===== config.mk =====
export PLATFORM = sky130hd
export DESIGN_NAME = chain_split_min_pipe_flat
export DESIGN_NICKNAME = d
export VERILOG_FILES = /design/src/rtl/chain_split_min_pipe_if.sv /design/src/rtl/chain_split_min_pipe.sv /design/src/flat_wrapper.sv
export SDC_FILE = /design/constraint.sdc
export NUM_CORES = 1
export LEC_CHECK = 0
export CORE_ASPECT_RATIO = 2
export CORE_MARGIN = 3
export CORE_UTILIZATION = 40
export DETAILED_ROUTE_END_ITERATION = 6
export MAX_ROUTING_LAYER = met4
export SLEW_MARGIN = 25
export SYNTH_ARGS = -nofsm -noshare
export SYNTH_HDL_FRONTEND = slang
export SYNTH_SLANG_ARGS = --single-unit

===== constraint.sdc =====
create_clock -name clk -period 6.68 [get_ports clk]
set_input_delay 1.336 -clock clk [delete_from_list [all_inputs] [get_ports clk]]
set_output_delay 1.336 -clock clk [all_outputs]
set_load 0.05 [all_outputs]

===== src/rtl/chain_split_min_pipe_if.sv =====
// ============================================================================
// chain_split_min_pipe_if: candidate stream and cell result bus for the split-point evaluator
// Revision: 1.0
// ============================================================================
`default_nettype none

interface chain_split_min_pipe_if #(
  parameter int DIM_W  = 8,
  parameter int COST_W = 32,
  parameter int K_W    = 8
);
  logic              in_valid;
  logic              in_ready;
  logic              in_first;
  logic              in_last;
  logic [DIM_W-1:0]  in_pi;
  logic [DIM_W-1:0]  in_pk;
  logic [DIM_W-1:0]  in_pj;
  logic [COST_W-1:0] in_mki;
  logic [COST_W-1:0] in_mkj1;
  logic [K_W-1:0]    in_k;
  logic              out_valid;
  logic              out_ready;
  logic [COST_W-1:0] out_min;
  logic [K_W-1:0]    out_k;
  logic              out_sat;
  logic [K_W-1:0]    out_count;

  modport master (
    output in_valid, in_first, in_last, in_pi, in_pk, in_pj, in_mki, in_mkj1, in_k, out_ready,
    input  in_ready, out_valid, out_min, out_k, out_sat, out_count
  );

  modport slave (
    input  in_valid, in_first, in_last, in_pi, in_pk, in_pj, in_mki, in_mkj1, in_k, out_ready,
    output in_ready, out_valid, out_min, out_k, out_sat, out_count
  );
endinterface

`default_nettype wire


===== src/rtl/chain_split_min_pipe.sv =====
// ============================================================================
// chain_split_min_pipe: pipelined min/argmin over matrix-chain split candidates, one result per cell
// Revision: 1.0
// ============================================================================
`default_nettype none

module chain_split_min_pipe #(
  parameter int DIM_W  = 8,
  parameter int COST_W = 32,
  parameter int K_W    = 8
) (
  input  wire logic             clk,
  input  wire logic             rst,
  chain_split_min_pipe_if.slave bus
);
  localparam int PROD_W = 3 * DIM_W;
  localparam int SUM_W  = COST_W + PROD_W + 2;
  localparam logic [SUM_W-1:0] SAT_LIM = {{(PROD_W + 2){1'b0}}, {COST_W{1'b1}}};

  logic              en;

  logic              s1_vld_q, s1_first_q, s1_last_q;
  logic [PROD_W-1:0] s1_prod_q;
  logic [COST_W-1:0] s1_mki_q, s1_mkj1_q;
  logic [K_W-1:0]    s1_k_q;

  logic              s2_vld_q, s2_first_q, s2_last_q;
  logic [SUM_W-1:0]  s2_sum_q;
  logic [K_W-1:0]    s2_k_q;

  logic              s3_vld_q, s3_first_q, s3_last_q, s3_sat_q;
  logic [COST_W-1:0] s3_cost_q;
  logic [K_W-1:0]    s3_k_q;

  logic              open_q, open_d;
  logic [COST_W-1:0] acc_q, acc_d;
  logic [K_W-1:0]    acc_k_q, acc_k_d;
  logic              acc_sat_q, acc_sat_d;
  logic [K_W-1:0]    cnt_q, cnt_d;

  logic              out_valid_q, out_sat_q;
  logic [COST_W-1:0] out_min_q;
  logic [K_W-1:0]    out_k_q, out_count_q;

  logic [PROD_W-1:0] prod_d;
  logic [SUM_W-1:0]  sum_d;
  logic              sat_d;
  logic [COST_W-1:0] cost_d;
  logic              start_w, take_w;

  // The whole pipe freezes only while a finished result is waiting to be taken.
  assign en           = !(out_valid_q && !bus.out_ready);
  assign bus.in_ready = en;

  assign prod_d = PROD_W'(bus.in_pi) * PROD_W'(bus.in_pk) * PROD_W'(bus.in_pj);
  assign sum_d  = SUM_W'(s1_mki_q) + SUM_W'(s1_mkj1_q) + SUM_W'(s1_prod_q);
  assign sat_d  = (s2_sum_q >= SAT_LIM);
  assign cost_d = sat_d ? {COST_W{1'b1}} : s2_sum_q[COST_W-1:0];

  // A beat with no open cell starts one even without in_first.
  assign start_w = s3_first_q || !open_q;
  assign take_w  = start_w || (s3_cost_q < acc_q);

  always_comb begin
    acc_d     = take_w ? s3_cost_q : acc_q;
    acc_k_d   = take_w ? s3_k_q    : acc_k_q;
    acc_sat_d = take_w ? s3_sat_q  : acc_sat_q;
    cnt_d     = start_w ? K_W'(1) : cnt_q + K_W'(1);
    open_d    = !s3_last_q;
  end

  always_ff @(posedge clk or negedge rst) begin
    if (!rst) begin
      s1_vld_q    <= 1'b0;
      s1_first_q  <= 1'b0;
      s1_last_q   <= 1'b0;
      s1_prod_q   <= '0;
      s1_mki_q    <= '0;
      s1_mkj1_q   <= '0;
      s1_k_q      <= '0;
      s2_vld_q    <= 1'b0;
      s2_first_q  <= 1'b0;
      s2_last_q   <= 1'b0;
      s2_sum_q    <= '0;
      s2_k_q      <= '0;
      s3_vld_q    <= 1'b0;
      s3_first_q  <= 1'b0;
      s3_last_q   <= 1'b0;
      s3_sat_q    <= 1'b0;
      s3_cost_q   <= '0;
      s3_k_q      <= '0;
    end else if (en) begin
      s1_vld_q    <= bus.in_valid;
      s1_first_q  <= bus.in_first;
      s1_last_q   <= bus.in_last;
      s1_prod_q   <= prod_d;
      s1_mki_q    <= bus.in_mki;
      s1_mkj1_q   <= bus.in_mkj1;
      s1_k_q      <= bus.in_k;
      s2_vld_q    <= s1_vld_q;
      s2_first_q  <= s1_first_q;
      s2_last_q   <= s1_last_q;
      s2_sum_q    <= sum_d;
      s2_k_q      <= s1_k_q;
      s3_vld_q    <= s2_vld_q;
      s3_first_q  <= s2_first_q;
      s3_last_q   <= s2_last_q;
      s3_sat_q    <= sat_d;
      s3_cost_q   <= cost_d;
      s3_k_q      <= s2_k_q;
    end
  end

  always_ff @(posedge clk or negedge rst) begin
    if (!rst) begin
      open_q      <= 1'b0;
      acc_q       <= {COST_W{1'b1}};
      acc_k_q     <= '0;
      acc_sat_q   <= 1'b0;
      cnt_q       <= '0;
      out_valid_q <= 1'b0;
      out_min_q   <= {COST_W{1'b1}};
      out_k_q     <= '0;
      out_sat_q   <= 1'b0;
      out_count_q <= '0;
    end else if (en) begin
      if (s3_vld_q) begin
        open_q    <= open_d;
        acc_q     <= acc_d;
        acc_k_q   <= acc_k_d;
        acc_sat_q <= acc_sat_d;
        cnt_q     <= cnt_d;
      end
      // en here means any pending result was just taken, so valid follows the new last.
      out_valid_q <= s3_vld_q && s3_last_q;
      if (s3_vld_q && s3_last_q) begin
        out_min_q   <= acc_d;
        out_k_q     <= acc_k_d;
        out_sat_q   <= acc_sat_d;
        out_count_q <= cnt_d;
      end
    end
  end

  assign bus.out_valid = out_valid_q;
  assign bus.out_min   = out_min_q;
  assign bus.out_k     = out_k_q;
  assign bus.out_sat   = out_sat_q;
  assign bus.out_count = out_count_q;
endmodule

`default_nettype wire


===== src/flat_wrapper.sv =====
// flat-port wrapper written by rule: the top's interface ports become plain ports
module chain_split_min_pipe_flat 
#(
  parameter int DIM_W  = 8,
  parameter int COST_W = 32,
  parameter int K_W    = 8
)
  (clk, rst, bus_in_valid, bus_in_first, bus_in_last, bus_in_pi, bus_in_pk, bus_in_pj, bus_in_mki, bus_in_mkj1, bus_in_k, bus_out_ready, bus_in_ready, bus_out_valid, bus_out_min, bus_out_k, bus_out_sat, bus_out_count);
  chain_split_min_pipe_if #(.DIM_W(DIM_W), .COST_W(COST_W), .K_W(K_W)) bus_i ();
  input  wire logic clk;
  input  wire logic rst;
  input wire logic [$bits(bus_i.in_valid)-1:0] bus_in_valid;
  input wire logic [$bits(bus_i.in_first)-1:0] bus_in_first;
  input wire logic [$bits(bus_i.in_last)-1:0] bus_in_last;
  input wire logic [$bits(bus_i.in_pi)-1:0] bus_in_pi;
  input wire logic [$bits(bus_i.in_pk)-1:0] bus_in_pk;
  input wire logic [$bits(bus_i.in_pj)-1:0] bus_in_pj;
  input wire logic [$bits(bus_i.in_mki)-1:0] bus_in_mki;
  input wire logic [$bits(bus_i.in_mkj1)-1:0] bus_in_mkj1;
  input wire logic [$bits(bus_i.in_k)-1:0] bus_in_k;
  input wire logic [$bits(bus_i.out_ready)-1:0] bus_out_ready;
  output wire logic [$bits(bus_i.in_ready)-1:0] bus_in_ready;
  output wire logic [$bits(bus_i.out_valid)-1:0] bus_out_valid;
  output wire logic [$bits(bus_i.out_min)-1:0] bus_out_min;
  output wire logic [$bits(bus_i.out_k)-1:0] bus_out_k;
  output wire logic [$bits(bus_i.out_sat)-1:0] bus_out_sat;
  output wire logic [$bits(bus_i.out_count)-1:0] bus_out_count;
  assign bus_i.in_valid = bus_in_valid;
  assign bus_i.in_first = bus_in_first;
  assign bus_i.in_last = bus_in_last;
  assign bus_i.in_pi = bus_in_pi;
  assign bus_i.in_pk = bus_in_pk;
  assign bus_i.in_pj = bus_in_pj;
  assign bus_i.in_mki = bus_in_mki;
  assign bus_i.in_mkj1 = bus_in_mkj1;
  assign bus_i.in_k = bus_in_k;
  assign bus_i.out_ready = bus_out_ready;
  assign bus_in_ready = bus_i.in_ready;
  assign bus_out_valid = bus_i.out_valid;
  assign bus_out_min = bus_i.out_min;
  assign bus_out_k = bus_i.out_k;
  assign bus_out_sat = bus_i.out_sat;
  assign bus_out_count = bus_i.out_count;
  chain_split_min_pipe #(.DIM_W(DIM_W), .COST_W(COST_W), .K_W(K_W)) u_core (.clk(clk), .rst(rst), .bus(bus_i));
endmodule

-- Yosys cells after proc, flatten, opt, wreduce, memory -nomap -nowiden
Index checks and enable logic that the tools add are counted.
- bits in registers: 312
- bits of input ports: 102
- output and inout port bits: 51
- logic and storage cells: 51
- add/sub/neg operators: 3
- $mul: 2
- $lt $le $gt $ge: 2
- multiplexer cells: 5
- bitwise gates (word level): 1
- reduce and logical (&&, ||, !) cells: 10
- operators by type and width (operator ; number):
    $mux W32 ; 2
    $add A58 B24 Y58 ; 1
    $ge A58 B32 Y1 const B ; 1
    $add A32 B32 Y33 ; 1
    $lt A32 B32 Y1 ; 1
    $mul A16 B8 Y24 ; 1
    $mul A8 B8 Y16 ; 1
    $mux W8 ; 2
    $add A8 B1 Y8 const B ; 1
    $logic_not A1 Y1 ; 4
    $reduce_and A2 Y1 ; 2
    $logic_and A1 B1 Y1 ; 2
    $logic_or A1 B1 Y1 ; 2
    $mux W1 ; 1
    $not A1 Y1 ; 1

-- Logic depth before layout (Yosys ltp)
Gate-level depths: netlist (run 1).
- word-level depth: 4
- depth in mapped cells: 37
- mapped depth without buffers: 36

-- Worst setup path before layout (run 1)
OpenSTA, ideal clock, no wires.
- path type: input to register
- start: in bus_in_pi[0]
- end: reg u_core.s1_prod_q[21]
- setup time: 0.164 ns
- arrival: 9.274 ns
- required time: 6.516 ns
- setup slack: -2.757 ns
- cell stages on the path: 36
- path buffers: 1
- cell sequence: clkbuf_1 > nand2_1 > fa_1 > fa_1 > inv_1 > fa_1 > inv_1 > fa_1 > inv_1 > ha_1 > inv_1 > o21bai_1 > a21oi_1 > o21bai_1 > a21oi_1 > o21ai_0 > nor2_1 > xnor2_1 > nand2_1 > fa_1 > inv_1 > fa_1 > fa_1 > inv_1 > fa_1 > inv_1 > ha_1 > a21o_1 > a21o_1 > a21o_1 > a21oi_1 > a21boi_0 > or2_2 > a21oi_1 > xor2_1 > a21oi_1
- cells in the longest elaborated chain, start to end: 2
- RTL lines (what ; RTL line ; text):
    from (decl) ; flat_wrapper.sv:15 ; input wire logic [$bits(bus_i.in_pi)-1:0] bus_in_pi;
    $mul A8 B8 Y16 ; chain_split_min_pipe.sv:55 ; assign prod_d = PROD_W'(bus.in_pi) * PROD_W'(bus.in_pk) * PROD_W'(bus.in_pj);
    $mul A16 B8 Y24 ; chain_split_min_pipe.sv:55 ;
    to (signal assigned) ; chain_split_min_pipe.sv:96 ; s1_prod_q <= prod_d;
    to (decl) ; chain_split_min_pipe.sv:23 ; logic [PROD_W-1:0] s1_prod_q;
No other way between the ends.
A chain may end at the register's enable or synchronous reset.

-- Worst setup path after layout (run 1)
- start: in bus_in_pk[3]
- end: reg u_core.s1_prod_q[21]
- cells in the longest elaborated chain, start to end: 2
- RTL lines (what ; RTL line ; text):
    from (decl) ; flat_wrapper.sv:16 ; input wire logic [$bits(bus_i.in_pk)-1:0] bus_in_pk;
    $mul A8 B8 Y16 ; chain_split_min_pipe.sv:55 ;
    $mul A16 B8 Y24 ; chain_split_min_pipe.sv:55 ;
No other way between the ends.

==> results of run 1 <==
==> registers in the layout (all words and copies together), names as in the netlist, 24 cells and up <==
name and cells:
u_core.s1_mkj1_q 32, u_core.bus.out_min 32, u_core.s3_cost_q 32, u_core.s1_prod_q 24, u_core.acc_q 32, u_core.s1_mki_q 32, u_core.s2_sum_q 34
==> cell families (layout without fill, tap and decap cells) <==
group	Yosys count	in the layout	share of synthesized area, %
and+or+nand+nor	804	804	17.4
AOI/OAI and AO/OA	403	403	12.5
adders and majority gates	290	290	21.9
DFF	288	288	35.2
buffers and inverters	273	521	4.95
xor gates and xnor gates	87	87	3.68
muxes	85	85	4.36
==> stage by stage <==
step                      cells  utilization (%)  instance area [µm²]  hold WS (ns)  setup TNS [ns]
after floorplan            2230                -                20900         0.439          -20.72
after global placement     3068             46.7                23800         0.450          -37.32
after detailed placement   3068             46.7                23800         0.456          -39.31
after CTS                  3127             49.3                25200         0.473          -17.93
after global routing       3132             49.9                25500         0.492          -21.60
final                      3132             49.9                25500         0.466          -17.43
==> Yosys cell counts, types with 55 or more instances <==
cell type and n:
xnor2_1 55, and2_1 135, o21ai_0 120, clkbuf_1 72, ha_1 168, nor2_1 79
a21oi_1 101, dfstp_2 64, fa_1 122, inv_1 195, nand2_1 484, dfrtp_1 224
==> timing repair <==
action | in CTS | in global routing
pin swaps | 90 | 80
cloned | 0 | 0
gates resized for setup | 147 | 65
setup buffers | 17 | 10
endpoints found under the setup margin | 18 | 18
==> cell usage in the layout, fill, tap and decap left out, types with 7 or more instances in the layout <==
master and instances:
o21ai_0 111, buf_4 112, o22a_1 32, fa_1 117
nand2_1 476, inv_2 15, clkbuf_16 25, nand2_2 7
xnor2_1 46, nand4_1 15, a21o_1 41, inv_1 177
and2_1 118, mux2i_1 43, xnor2_2 7, o31ai_1 11
a21oi_1 84, nand3_1 17, dfstp_2 64, and3_1 13
dfrtp_1 224, clkdlybuf4s50_1 135, o21bai_1 12, and2_4 17
nor3_1 19, nand2b_1 12, a21oi_2 13, nor2_1 75
mux2_2 42, xor2_1 32, a211oi_1 14, o21a_1 11
ha_1 147, buf_6 21, a31oi_1 7, ha_4 17
==> worst max-delay path, delay by kind of cell <==
kind,cells,cell delay (ns)
fa+ha+maj,10,4.38
compound gates,12,1.65
buf+inv,9,0.57
simple gates,4,0.47
xor+xnor,2,0.34
==> per-layer routing <==
layer / share of wire (%) / vias to the layer above
li1: - / 7863
met1: 34 / 7812
met2: 58 / 302
met5: 0 / -
met4: 4.9 / 0
met3: 2.5 / 133
==> cell type report <==
class                   count  area share [%]
clock inverters            18            1.01
flip-flops and latches    288            28.6
multi-input cells        1669            51.5
repair buffers            279            10.1
clock buffers              28            2.58
well taps                 654            3.21
inverters                 196            2.93
==> final timing paths <==
check / startpoint / end / slack, ns
max reg2reg: u_core.s1_mkj1_q[0] / u_core.s2_sum_q[30] / 1.05
max in group asynchronous: rst / u_core.bus.out_k[2] / 4.67
min: u_core.s1_last_q / u_core.s1_last_q / 0.47
min reg2reg: u_core.s1_last_q / u_core.s1_last_q / 0.47
min in group asynchronous: rst / u_core.s1_mkj1_q[0] / 0.75
max: bus_in_pk[3] / u_core.s1_prod_q[21] / -1.68
==> flow_summary.yaml, run 1 <==
timing:
  maxClockFrequency_mhz: 120
  timing.final.hold_violations: 0
  fin_worst_skew_ns: 0.0195
  setup_repair_after_global_routing_missed_its_margin: "yes"
  timing.slew.headroom_pct: 39.7
  setup-violations-final: 16
  finalCriticalPeriod_ns: 8.36
  postLayoutSetupSlackWorst_ns: -1.68
  worst-slew-pin-transition_ns: 0.905
  fin_crit_sh_pct: 125
  finalMaxSlewViolations: 0
critical_path:
  arrival_ns: 8.78
  cpPeakStageDelay_ns: 0.53
  cp_max_fo: 8
  worst-endpoint-required_ns: 7.10
  ff2ff_path_depth: 22
  critical-path-top-cell-by-count: "fa_1"
  start_kind: "primary input"
  crit_type: "primary input to register"
  cp_slowest_cell: "fa_1"
  critical_path.endpoint_type: "register"
floorplan:
  boundaryPins: 153
  number_of_rows_created_at_floorplan: 117
  start_util_pct: 40.6
  die_width_um: 167
  die_area_mm2: 0.0547
  core_area_mm2: 0.0511
  dieHeight_um: 328
synthesis:
  synth_seq_cells: 288
  syn-cell-area_mm2: 0.0207
  post_synth_main_area_contributors: "dfrtp_1, fa_1, ha_1, nand2_1, dfstp_2"
  synth_sequential_area_ratio_pct: 35.2
  ys_types: 68
  synth_nets: 2622
  synth_top_area_cell: "dfrtp_1"
  ys_warn_count: 0
  synthesis.instances: 2230
  post_synthesis_average_cell_area_um2: 9.29
  share_of_the_synthesized_area_in_the_top_cell_type_pct: 27.0
  ys_async_sr_fraction_pct: 100
  synth_edf_count: 0
  synthFlopType: "dfrtp_1"
global_routing:
  globalRouteMet3Util_pct: 1.42
  grt_pass1_wl_um: 85000
  groute.layer.met1.usage_pct: 18.1
  antenna_found_initial: 0
  grt_remaining_overflow: 0
  pin_count_of_the_biggest_net_entering_global_routing: 159
  global_route.usage.met2_pct: 39.1
  busiest_layer: "met2"
  grtUsageTotal_pct: 19.3
  first_global_vias: 17406
detailed_routing:
  route.vias.total: 16110
  vias_per_cell: 5.14
  drt_pass1_iterations: 5
  route.final.wire_length_um: 51200
  antenna_violating_nets_left: 0
  post-route-drc-count: 0
  wl_per_cell_um: 16.3
  drt_iter0_markers: 604
cells_and_area:
  layout.nets: 2851
  multi_input_comb_area_mm2: 0.0131
  final.fill_count: 4765
  num_antenna_cells: 0
  area_growth_pct: 23.0
  area.sequential_mm2: 0.00729
  layout-drive-gt1-share_pct: 17.4
cts:
  cts_max_path_buffers: 3
  clock-sinks: 288
  htree_num_levels: 1
  cts_inserted_buffers: 25
  clk_pin_slew_worst_paths_ns: 0.07
  clock-root-buffer: "clkbuf_16"
  tritoncts_clock_tree: "built"
  worst_skew_pair.late_latency_ns: 0.56
  hold_buffers: 0
placed_design:
  post-dp-hpwl_um: 40700
  preCtsSetupSlack_ns: -2.89
  placement.io_buffers: 152
  routabilityCongestion: 0.947
outcome:
  status: "finished, violations left"
  failing_checks: "setup timing"
flow_run:
  maxCapViolations: 0
hold_path:
  min_path_type: "register to register"
  whs_path_depth: 2
Power of run 1 is left out: the tool's default activity adds up to more than one toggle a clock period on the data nets, which glitch-free logic cannot reach.
==> run 2: changes to the inputs <==
--- a/config.mk
+++ b/config.mk
@@ -5,11 +5,14 @@
 export SDC_FILE = /design/constraint.sdc
 export NUM_CORES = 1
 export LEC_CHECK = 0
+export CELL_PAD_IN_SITES_DETAIL_PLACEMENT = 1
+export CELL_PAD_IN_SITES_GLOBAL_PLACEMENT = 1
 export CORE_ASPECT_RATIO = 2
 export CORE_MARGIN = 3
 export CORE_UTILIZATION = 40
 export DETAILED_ROUTE_END_ITERATION = 6
 export MAX_ROUTING_LAYER = met4
+export PLACE_DENSITY_LB_ADDON = 0.1
 export SLEW_MARGIN = 25
 export SYNTH_ARGS = -nofsm -noshare
 export SYNTH_HDL_FRONTEND = slang
==> flow_summary.yaml, run 2 (same netlist as run 1, synthesis figures left out) <==
timing:
  maxClockFrequency_mhz: 118
  finalCriticalPeriod_ns: 8.50
  worst-slew-pin-transition_ns: 0.958
  postLayoutSetupSlackWorst_ns: -1.82
  timing.slew.headroom_pct: 36.2
  setup-violations-final: 16
  finalMaxSlewViolations: 0
  fin_worst_skew_ns: 0.0136
  setup_repair_after_global_routing_missed_its_margin: "yes"
  timing.final.hold_violations: 0
  fin_crit_sh_pct: 127
detailed_routing:
  wl_per_cell_um: 18.8
  drt_iter0_markers: 524
  post-route-drc-count: 0
  route.final.wire_length_um: 59700
  route.vias.total: 16626
  vias_per_cell: 5.24
  drt_pass1_iterations: 4
  antenna_violating_nets_left: 0
cells_and_area:
  area.sequential_mm2: 0.00729
  top_register: "u_core.s2_sum_q"
  largest_register_ff_count: 34
  layout-drive-gt1-share_pct: 18.3
  final_common_cell: "nand2_1"
  layout.nets: 2884
  area_growth_pct: 24.1
  multi_input_comb_area_mm2: 0.0131
  commonest_cells_after_routing_fill_and_taps_aside: "nand2_1, dfrtp_1, inv_1"
  final_util_pct: 50.3
  final.fill_count: 5770
placed_design:
  post-dp-hpwl_um: 47000
  placement.io_buffers: 152
  routabilityCongestion: 0.877
critical_path:
  r2r-end: "u_core.s2_sum_q[30]"
  crit_path_start: "bus_in_pk[1]"
  crit_end: "u_core.s1_prod_q[23]"
  crit_type: "primary input to register"
  critical-path-top-cell-by-count: "fa_1"
  cpPeakStageDelay_ns: 0.53
  cp_slowest_cell: "fa_1"
  critical_path.endpoint_type: "register"
  start_kind: "primary input"
  ff2ff_path_depth: 22
  cp_max_fo: 5
  regToRegSetupSlack_ns: 0.99
  arrival_ns: 8.94
  timing.rr.start: "u_core.s1_mkj1_q[0]"
  worst-endpoint-required_ns: 7.13
cts:
  clk_pin_slew_worst_paths_ns: 0.06
  tritoncts_clock_tree: "built"
  htree_num_levels: 1
  clock-root-buffer: "clkbuf_16"
  cts_max_path_buffers: 3
  clock-sinks: 288
  cts_inserted_buffers: 29
  worst_skew_pair.late_latency_ns: 0.58
  hold_buffers: 0
outcome:
  status: "finished, violations left"
  failing_checks: "setup timing"
floorplan:
  core_area_mm2: 0.0511
  number_of_rows_created_at_floorplan: 117
  start_util_pct: 40.6
  dieHeight_um: 328
  die_width_um: 167
  die_area_mm2: 0.0547
  boundaryPins: 153
global_routing:
  pin_count_of_the_biggest_net_entering_global_routing: 136
  grt_pass1_wl_um: 96300
  antenna_found_initial: 0
  grtUsageTotal_pct: 22.3
  first_global_vias: 18916
  grt_remaining_overflow: 0
flow_run:
  maxCapViolations: 0
hold_path:
  whs_path_depth: 2
  min_path_type: "register to register"
==> run 2: timing repair <==
action                     CTS  global route
pin swaps                   98            53
resized for setup          145            49
buffers inserted            26            11
setup endpoints to repair   18            18
==> run 2: stage by stage <==
| stage | hold slack (ns) | setup TNS [ns] | setup WS (ns) | area (µm²) | instances |
|---|---|---|---|---|---|
| floorplan | 0.439 | -20.72 | -1.88 | 20900 | 2230 |
| global route | 0.490 | -24.27 | -2.15 | 25700 | 3169 |
| finish | 0.470 | -20.05 | -1.82 | 25700 | 3170 |
| global placement | 0.449 | -40.26 | -2.94 | 24000 | 3083 |
| detailed placement | 0.456 | -43.27 | -3.12 | 24000 | 3083 |
| CTS | 0.471 | -19.87 | -1.83 | 25500 | 3162 |
==> run 2: worst min-delay path by stage <==
stage / from / end / slack (ns)
floorplan: u_core.s1_first_q / u_core.s1_first_q / 0.44
global placement: u_core.s2_k_q[5] / u_core.s2_k_q[5] / 0.45
detailed placement: u_core.s2_k_q[3] / u_core.s2_k_q[3] / 0.46
CTS: u_core.s2_k_q[3] / u_core.s2_k_q[3] / 0.47
global route: u_core.s1_k_q[3] / u_core.s1_k_q[3] / 0.49
finish: u_core.s2_k_q[3] / u_core.s2_k_q[3] / 0.47
==> run 2: metal layers <==
layer	track usage (%)	wire length, µm	vias to the layer above
li1	-	-	7930
met4	8.72	2530	0
met5	-	0	-
met1	20.6	20500	8299
met2	46.0	35400	264
met3	1.85	1280	133
==> run 2: layout make-up <==
class | instances | area share (%)
inverters | 196 | 2.89
multi-input cells | 1669 | 50.9
flip-flops and latches | 288 | 28.3
clock inverters | 17 | 0.788
diodes | 1 | 0.00973
well taps | 654 | 3.18
repair buffers | 308 | 10.8
clock buffers | 37 | 3.09
==> run 2: critical path: cells and delay by family <==
family                   cells  cell delay (ns)
AO/OA/AOI/OAI               12             1.89
XOR/XNOR                     1             0.23
adder cells (fa/ha/maj)     10             4.01
buffers and inverters        7             0.64
AND/OR/NAND/NOR              5             0.84
Power of run 2 is left out for the same reason.
==> run 3: changes to the inputs <==
--- a/config.mk
+++ b/config.mk
@@ -9,7 +9,7 @@
 export CELL_PAD_IN_SITES_GLOBAL_PLACEMENT = 1
 export CORE_ASPECT_RATIO = 2
 export CORE_MARGIN = 3
-export CORE_UTILIZATION = 40
+export CORE_UTILIZATION = 47
 export DETAILED_ROUTE_END_ITERATION = 6
 export MAX_ROUTING_LAYER = met4
 export PLACE_DENSITY_LB_ADDON = 0.1
==> flow_summary.yaml, run 3 (same netlist as run 1, synthesis figures left out) <==
outcome:
  status: "finished, violations left"
  failing_checks: "setup timing"
timing:
  timing.slew.headroom_pct: 35.5
  timing.final.hold_violations: 0
  finalCriticalPeriod_ns: 8.59
  setup-violations-final: 18
  finalMaxSlewViolations: 0
  setup_repair_after_global_routing_missed_its_margin: "yes"
  fin_worst_skew_ns: 0.00988
  worst-slew-pin-transition_ns: 0.958
  postLayoutSetupSlackWorst_ns: -1.91
  hold-worst-slack_ns: 0.471
  fin_crit_sh_pct: 129
  maxClockFrequency_mhz: 116
global_routing:
  busiest_layer: "met2"
  antenna_found_initial: 0
  grtUsageTotal_pct: 25.8
  global_route.usage.met2_pct: 54.3
  first_global_vias: 19031
  groute.layer.met1.usage_pct: 23.2
  pin_count_of_the_biggest_net_entering_global_routing: 124
  grt_pass1_wl_um: 95100
  globalRouteMet3Util_pct: 1.47
  grt_remaining_overflow: 0
critical_path:
  timing.rr.start: "u_core.s1_mkj1_q[0]"
  worst-endpoint-required_ns: 7.10
  arrival_ns: 9.02
  ff2ff_path_depth: 18
  cpPeakStageDelay_ns: 0.53
  critical-path-top-cell-by-count: "fa_1"
  r2r-end: "u_core.s2_sum_q[30]"
  crit_type: "primary input to register"
  start_kind: "primary input"
  critical_path.endpoint_type: "register"
  cp_max_fo: 6
  cp_slowest_cell: "fa_1"
  regToRegSetupSlack_ns: 1.09
hold_path:
  timing.hold.worst_endpoint: "u_core.s1_k_q[6]"
  min_path_type: "register to register"
  worst_hold_startpoint: "u_core.s1_k_q[6]"
  whs_path_depth: 2
floorplan:
  dieHeight_um: 303
  boundaryPins: 153
  die_area_mm2: 0.0468
  start_util_pct: 47.6
  core_area_mm2: 0.0435
  number_of_rows_created_at_floorplan: 108
  die_width_um: 154
cts:
  worst_skew_pair.late_latency_ns: 0.55
  hold_buffers: 0
  clock-sinks: 288
  clock-root-buffer: "clkbuf_16"
  cts_max_path_buffers: 3
  cts_inserted_buffers: 27
  htree_num_levels: 1
  tritoncts_clock_tree: "built"
  clk_pin_slew_worst_paths_ns: 0.07
cells_and_area:
  final_common_cell: "nand2_1"
  multi_input_comb_area_mm2: 0.0132
  largest_register_ff_count: 34
  finish.instance_area_mm2: 0.0258
  area.sequential_mm2: 0.00729
  top_register: "u_core.s2_sum_q"
  layout-drive-gt1-share_pct: 19.3
  layout.nets: 2884
  commonest_cells_after_routing_fill_and_taps_aside: "nand2_1, dfrtp_1, inv_1"
  num_antenna_cells: 0
  area_growth_pct: 24.3
  final.fill_count: 4854
detailed_routing:
  vias_per_cell: 5.53
  wl_per_cell_um: 20.2
  drt_pass1_iterations: 4
  route.final.wire_length_um: 61800
  drt_iter0_markers: 483
  route.vias.total: 16919
  post-route-drc-count: 0
  antenna_violating_nets_left: 0
placed_design:
  placement.io_buffers: 152
  post-dp-hpwl_um: 45900
  routabilityCongestion: 0.903
  placement_stage_cell_area_mm2: 0.0238
flow_run:
  maxCapViolations: 0
[run 3: per-stage QoR]
step,TNS (ns),instances,util [%],setup WS [ns]
floorplan,-20.72,2230,-,-1.88
global placement,-38.91,2971,54.7,-2.79
detailed placement,-41.99,2971,54.7,-3.05
CTS,-21.42,3040,57.9,-1.97
global route,-26.40,3062,59.2,-2.19
finish,-22.85,3062,59.2,-1.91
[run 3: critical path: cells and delay by family]
family | cells | cell delay (ns)
and+or+nand+nor | 5 | 0.74
AOI/OAI and AO/OA | 12 | 1.94
adders and majority gates | 10 | 4.18
buffers and inverters | 8 | 0.60
xor gates and xnor gates | 1 | 0.20
[run 3: worst max-delay path by stage]
stage | from | endpoint | slack, ns | depth (start not counted)
2_1_floorplan | bus_in_pi[0] | u_core.s1_prod_q[21] | -1.88 | 36
6_report | bus_in_pi[2] | u_core.s1_prod_q[23] | -1.91 | 36
3_5_place_dp | bus_in_pi[3] | u_core.s1_prod_q[23] | -3.05 | 34
3_3_place_gp | bus_in_pi[3] | u_core.s1_prod_q[23] | -2.79 | 34
4_1_cts | bus_in_pi[0] | u_core.s1_prod_q[21] | -1.97 | 38
5_1_grt | bus_in_pi[1] | u_core.s1_prod_q[23] | -2.19 | 34
[run 3: final cells by class]
class | instances | area share (%)
Inverter | 196 | 2.89
Multi-Input combinational cell | 1669 | 51.4
Timing Repair Buffer | 310 | 11.2
Tap cell | 550 | 2.67
Clock buffer | 42 | 3.24
Sequential cell | 288 | 28.3
Clock inverter | 7 | 0.340
[run 3: what timing repair did]
item / in CTS / in global routing
pin swaps: 108 / 116
gates resized for setup: 148 / 104
buffers inserted: 23 / 23
endpoints found under the setup margin: 18 / 18
[run 3: per-layer routing]
metal	share of wire, %	up-vias
li1	-	7933
met1	33	8551
met2	60	283
met3	1.7	152
met4	4.5	0
met5	0	-
Power of run 3 is left out for the same reason.
